### src/rtl/pkt_merge_arbiter.sv
// Packet-aware round-robin merge of two beat streams onto one registered output.
// A port is locked at a packet boundary and held until its EOP beat is accepted.
module pkt_merge_arbiter #(
    parameter int DATA_W  = 153,
    parameter int EOP_BIT = 152,
    parameter int CNT_W   = 16
) (
    input  logic              clk,
    input  logic              reset,
    input  logic [DATA_W-1:0] in0_data,
    input  logic              in0_valid,
    output logic              in0_ready,
    input  logic [DATA_W-1:0] in1_data,
    input  logic              in1_valid,
    output logic              in1_ready,
    output logic [DATA_W-1:0] out_data,
    output logic              out_valid,
    input  logic              out_ready,
    output logic [1:0]        grant,
    output logic              busy,
    output logic [CNT_W-1:0]  pkt_cnt0,
    output logic [CNT_W-1:0]  pkt_cnt1
);

    localparam logic [1:0] IDLE  = 2'b00;
    localparam logic [1:0] LOCK0 = 2'b01;
    localparam logic [1:0] LOCK1 = 2'b10;

    logic [1:0] state;
    logic       last_served;
    logic       load;
    logic       acc0;
    logic       acc1;
    logic       eop0;
    logic       eop1;

    // The output register can take a new beat when empty or being drained.
    assign load      = !out_valid || out_ready;
    assign in0_ready = (state == LOCK0) && load;
    assign in1_ready = (state == LOCK1) && load;
    assign acc0      = in0_valid && in0_ready;
    assign acc1      = in1_valid && in1_ready;
    assign eop0      = acc0 && in0_data[EOP_BIT];
    assign eop1      = acc1 && in1_data[EOP_BIT];

    assign grant = {state == LOCK1, state == LOCK0};
    assign busy  = (state != IDLE);

    always_ff @(posedge clk or posedge reset) begin
        if (reset) begin
            state       <= IDLE;
            last_served <= 1'b1;
            pkt_cnt0    <= '0;
            pkt_cnt1    <= '0;
        end else begin
            case (state)
                IDLE: begin
                    // On a tie the port that was not served last wins.
                    if (in0_valid && (!in1_valid || last_served)) begin
                        state <= LOCK0;
                    end else if (in1_valid) begin
                        state <= LOCK1;
                    end
                end
                LOCK0: begin
                    if (eop0) begin
                        state       <= IDLE;
                        last_served <= 1'b0;
                        pkt_cnt0    <= pkt_cnt0 + CNT_W'(1);
                    end
                end
                LOCK1: begin
                    if (eop1) begin
                        state       <= IDLE;
                        last_served <= 1'b1;
                        pkt_cnt1    <= pkt_cnt1 + CNT_W'(1);
                    end
                end
                default: state <= IDLE;
            endcase
        end
    end

    always_ff @(posedge clk or posedge reset) begin
        if (reset) begin
            out_data  <= '0;
            out_valid <= 1'b0;
        end else if (acc0) begin
            out_data  <= in0_data;
            out_valid <= 1'b1;
        end else if (acc1) begin
            out_data  <= in1_data;
            out_valid <= 1'b1;
        end else if (load) begin
            out_valid <= 1'b0;
        end
    end

endmodule

### config.mk
export PLATFORM = sky130hd
export DESIGN_NAME = pkt_merge_arbiter
export DESIGN_NICKNAME = d
export VERILOG_FILES = /design/src/rtl/pkt_merge_arbiter.sv
export SDC_FILE = /design/constraint.sdc
export NUM_CORES = 1
export LEC_CHECK = 0
export ABC_AREA = 1
export BUFFER_PORTS_ARGS = -buffer_cell sky130_fd_sc_hd__buf_4
export CORE_AREA = 5 5 190 192
export DETAILED_ROUTE_END_ITERATION = 6
export DIE_AREA = 0 0 195 197
export SYNTH_ARGS = -nofsm -noshare
export SYNTH_HDL_FRONTEND = slang
export SYNTH_SLANG_ARGS = --single-unit
### constraint.sdc
create_clock -name clk -period 9.5 [get_ports clk]
set_input_delay 0.95 -clock clk [delete_from_list [all_inputs] [get_ports clk]]
set_output_delay 0.95 -clock clk [all_outputs]
set_load 0.01 [all_outputs]
-- Word-level counts from Yosys, hierarchy flattened
Index checks and enable logic that the tools add are counted.
- flip-flop bits (word level): 189
- input bits: 311
- output and inout bits: 191
- word-level logic and storage cells: 46
- add/subtract/negate cells: 2
- eq/ne operators: 5
- muxes and demuxes: 13
- reductions and logical operators: 20
- operator list (kind ; count):
    $mux 153 ; 2
    $add 16x1->16 const B ; 2
    $mux 2 ; 4
    $logic_and 1x1->1 ; 7
    $pmux 2 s3 ; 1
    $reduce_and 3->1 ; 2
    $reduce_bool 2->1 ; 3
    $mux 1 ; 5
    $ne 2x1->1 const B ; 2
    $reduce_and 2->1 ; 2
    $ne 3x3->1 const B ; 1
    $reduce_bool 3->1 ; 1
    $eq 2x1->1 const B ; 1
    $eq 2x2->1 const B ; 1
    $logic_not 1->1 ; 2
    $logic_not 2->1 ; 1
    $logic_or 1x1->1 ; 2
    $pmux 1 s2 ; 1

-- Logic depth before layout (Yosys ltp)
- depth in word-level cells: 7
- mapped depth: 9
- gate-level depth less buffers: 8

-- Least setup slack after synthesis
No wires, ideal clock.
- path kind: input -> output
- start point: in out_ready
- end point: out in0_ready
- arrival: 1.353 ns
- required time: 8.550 ns
- setup slack: 7.197 ns
- stages: 4
- cells stage by stage: inv_1 nand2_1 inv_1 nor2_1
- cells in the longest elaborated chain, start to end: 2
- RTL lines (item ; line ; source):
    start: declaration ; 18 ; input logic out_ready,
    $logic_or 1x1->1 ; 38 ; assign load = !out_valid || out_ready;
    $logic_and 1x1->1 ; 39 ; assign in0_ready = (state == LOCK0) && load;
    end: declaration ; 12 ; output logic in0_ready,
Every way passes these cells.

-- Worst setup path in the final report
- start point: in out_ready
- end point: reg out_data[123]
- cells in the longest elaborated chain, start to end: 4
- RTL lines (item ; line ; source):
    $logic_or 1x1->1 * ; 38 ;
    $logic_and 1x1->1, on equally long branches ; 39, 40 ;
    $logic_and 1x1->1, on equally long branches ; 41, 42 ;
    $mux 153 or $reduce_bool 2->1 (tied branches) ; n/a ;
    end signal: assignment ; 89 ; out_data <= in0_data;
    end signal: assignment ; 92 ; out_data <= in1_data;
    end: declaration ; 16 ; output logic [DATA_W-1:0] out_data,
Mark *: on every way between the ends. The rest lies on a longest branch, timed or not.
A chain may end at the register's enable or synchronous reset.

==> results list <==
* Result of the run: complete, no violations
- Setup repair after global routing left no endpoint under its margin.
* Setup violators final: 0
* Antenna violations before repair: 0
- Transition time at the pin with the least slew margin: 1102 ps
- For this run, the number of Yosys warnings is 0.
- Worst min path class: reg2reg
* Fin crit period: 3811 ps
* Number of gates given a new drive strength after cts: 0
- At the end of routability-driven placement, the weighted congestion stood at 0.8868.
- The worst register-to-register path has a setup slack of 5980 ps.
- Number of rows in the core area: 68
- Compared with the post-synthesis result, the final layout area differs by 51.24%.
* Dpl hpwl: 25.39 mm
* Buffer type at the clock tree root: sky130_fd_sc_hd__clkbuf_16
- Critical-path cell with the highest stage delay: sky130_fd_sc_hd__inv_4
* Critical path buffers and inverters: 4
- Cells along the critical path: buf_4 > inv_1 > nand2_1 > nand3_4 > nand2_4 > inv_4 > buf_4 > nand2_1 > o21ai_1
* TritonCTS clock tree: yes
- Synthesis produced a netlist with a net count of 1418.
- Cell type with the largest total area after synthesis: sky130_fd_sc_hd__dfrtp_1
- Across all layers, the routed design uses 9359 vias.
* Top cells by area in the synthesized netlist: sky130_fd_sc_hd__dfrtp_1 53%, sky130_fd_sc_hd__o21ai_1 13%, sky130_fd_sc_hd__nand2_1 11%
- Post-detailed-route DRC marker count: 0
- Die outline area: 38420 um^2
* Post-detailed-route count of antenna-violating nets: 0
* Number of buffers inserted by hold repair at cts: 0
- Seq cells post-synth: 189
- Ys async rst share: 100.0%
- For this block, the routed nets add up to 34.75 mm of wire.
- In this run the mean area of a mapped cell was 8.105 um^2.
- The final count of hold timing violations came to 0.
- Sort of element at the start of the critical path: input port
- The worst hold path passes through 2 cells.
- Via count of the first global-routing pass: 9164
- Entering global routing, the biggest net connects 103 pins.
* Global-route wire length before repair: 52.38 mm
* CTS clock-pin slew for the worst setup and hold paths: 70 ps
- First-iteration detailed-routing DRC count: 420
* Summed instance area of the synthesized netlist: 8956 um^2
* # port buffers: 501
- Adding up every negative setup slack in the final design gives 0 ps.
- Critical path endpoint category: flip-flop
* TritonCTS Sinks: 189
- 0 antenna diodes ended up in the layout.
- Global routing consumed, over all layers together, 17.16% of the routing resources.
- Synthesized instance count: 1105
- The cell family contributing the most delay on the critical path is buffers and inverters.
- Share of the yosys chip area belonging to registers: 52.82%
* Static leakage power: 0.006687 uW
* Critical Path Fanout Max: 98
- Dividing the detail-routed via count by the number of cells gives 4.604.
- Most used standard cells in the synthesized netlist: 260 x sky130_fd_sc_hd__nand2_1, 226 x sky130_fd_sc_hd__o21ai_1, 189 x sky130_fd_sc_hd__nor2_1
- The net count of the finished layout is 1878.
* Max Clk Rate: 262.4 MHz
- In this run the biggest area consumer among cell types represents 52.53% of the synthesized area.
- Relative slew slack: 26.51%
- Counting flops with a built-in enable in the synthesized netlist gives 0.
- Period utilisation layout: 40.11%
* Critical path data required time: 9860 ps
- The finished cells cover 13550 um^2.
* Max_cap viols: 0
- Per-cell routed wire length: 17.09 um
- After clock tree synthesis, the setup repair step added 0 buffers.
- The most common cell in the synthesized netlist is sky130_fd_sc_hd__nand2_1.
* Peak ir drop on the vdd network: 127.9 uV
- Once the floorplan was initialized, standard cells occupied 26.19% of the core.
* Critical Path AT: 4170 ps
- Die span in y: 197 um
- Cell depth of the worst flop-to-flop path: 7
- Source of the worst hold timing path: out_data[152]$_DFFE_PP0P_
- Clock buffers created by TritonCTS: 17
* Max-slew violations: 0
* Cell area after placement: 12940 um^2
- Most frequently used flop master after synthesis: sky130_fd_sc_hd__dfrtp_1
- Number of levels the H-tree was split into: 4
- The pre-antenna-repair detailed-routing pass consisted of 5 iterations.
* Netlist cell types: 32
* I/O pins: 502
- GRT overflow: 0
* Slowest stage delay, CP: 860 ps
* CTS Buffer Depth: 2
* Worst hold endpoint: out_data[152]$_DFFE_PP0P_
* Clock Skew: 7.839 ps
- Power density cells: 297.2 nW/um^2
- Die Span X: 195 um
- In the final layout, the share of cells above drive strength 1 is 35.68%.
- Worst reg2reg path endpoint: out_data[123]$_DFFE_PP0P_
- Clock latency at the later pin of the worst-skew pair: 440 ps
- In this run the critical register-to-register path is launched from out_valid$_DFFE_PP0P_.
- By startpoint and endpoint, the worst setup path is classified as in2reg.
- The total area inside the core boundary comes to 34200 um^2.
kinds of logic (layout without fill, tap and decap cells):
kind of cell,after synthesis,after routing,synth area share (%)
adder cells (fa/ha/maj),2,2,0.2794
AND/OR/NAND/NOR,474,474,20.83
flip-flops,189,189,52.82
buffers and inverters,103,576,6.189
XOR/XNOR,14,14,1.369
AO/OA/AOI/OAI,323,323,18.51
placed cells by master, fill, tap and decap left out, types with 6 or more instances in the layout:
cell type and n:
sky130_fd_sc_hd__xnor2_1 11, sky130_fd_sc_hd__nor2_1 189, sky130_fd_sc_hd__clkbuf_16 17, sky130_fd_sc_hd__clkinv_2 6, sky130_fd_sc_hd__buf_4 508, sky130_fd_sc_hd__dfrtp_1 188
sky130_fd_sc_hd__o21ai_1 226, sky130_fd_sc_hd__o21ai_0 83, sky130_fd_sc_hd__nand4_1 6, sky130_fd_sc_hd__nand2_1 260, sky130_fd_sc_hd__inv_1 31, sky130_fd_sc_hd__o21ai_2 10
sky130_fd_sc_hd__nand3_1 10
through the flow:
step / total power [uW] / hold WS, ps / instances / worst slack (ps) / util, %
3_3_place_gp: 3287 / 469.7 / 2001 / 5215 / 37.84
2_1_floorplan: 2378 / 472.4 / 1105 / 3410 / -
5_1_grt: 4315 / 512.9 / 2033 / 5354 / 39.60
3_5_place_dp: 3312 / 471.0 / 2001 / 5129 / 37.84
4_1_cts: 4091 / 489.2 / 2033 / 5614 / 39.60
6_report: 4025 / 486.9 / 2033 / 5689 / 39.60
sequential cells by signal, indices dropped and copies added (netlist names):
register and flops:
state 2, out_valid 1, pkt_cnt0 16, last_served 1, out_data 153, pkt_cnt1 16
final cells by class:
class | instances | area (um^2)
sequential | 189 | 4731
clock inverter | 14 | 163.9
tap | 455 | 569.3
fill | 3517 | 20660
inverter | 36 | 150.1
clock buffer | 18 | 439.2
multi-input combinational | 813 | 3679
timing repair buffer | 508 | 3814
worst min-delay path, cell delays in order (launching register included):
cell and delay, ps:
sky130_fd_sc_hd__dfrtp_1 350, sky130_fd_sc_hd__nand2_1 50, sky130_fd_sc_hd__nand3_1 50
per-layer routing:
layer / routed length (um) / GRT usage, % / part of all wire (%)
met1: 14010 / 21.40 / 40
met2: 16900 / 28.24 / 49
met3: 2897 / 5.094 / 8.3
met4: 935 / 6.517 / 2.7
met5: 0 / 0 / 0
worst max-delay path by stage:
| stage | from | endpoint | slack, ps | cells past startpoint |
|---|---|---|---|---|
| 2_1_floorplan | reset | out_data[0]$_DFFE_PP0P_ | 3410 | 1 |
| 3_3_place_gp | out_ready | out_data[3]$_DFFE_PP0P_ | 5210 | 9 |
| 3_5_place_dp | out_ready | out_data[132]$_DFFE_PP0P_ | 5130 | 9 |
| 4_1_cts | out_ready | out_data[39]$_DFFE_PP0P_ | 5610 | 9 |
| 5_1_grt | out_ready | out_data[51]$_DFFE_PP0P_ | 5350 | 9 |
| 6_report | out_ready | out_data[123]$_DFFE_PP0P_ | 5690 | 9 |
power by group:
| part | switching [uW] | total, uW | internal [uW] |
|---|---|---|---|
| clock network | 333 | 756 | 423 |
| logic | 1060 | 1860 | 807 |
| registers | 242 | 1400 | 1160 |
Power figures use the tool's default switching activity.
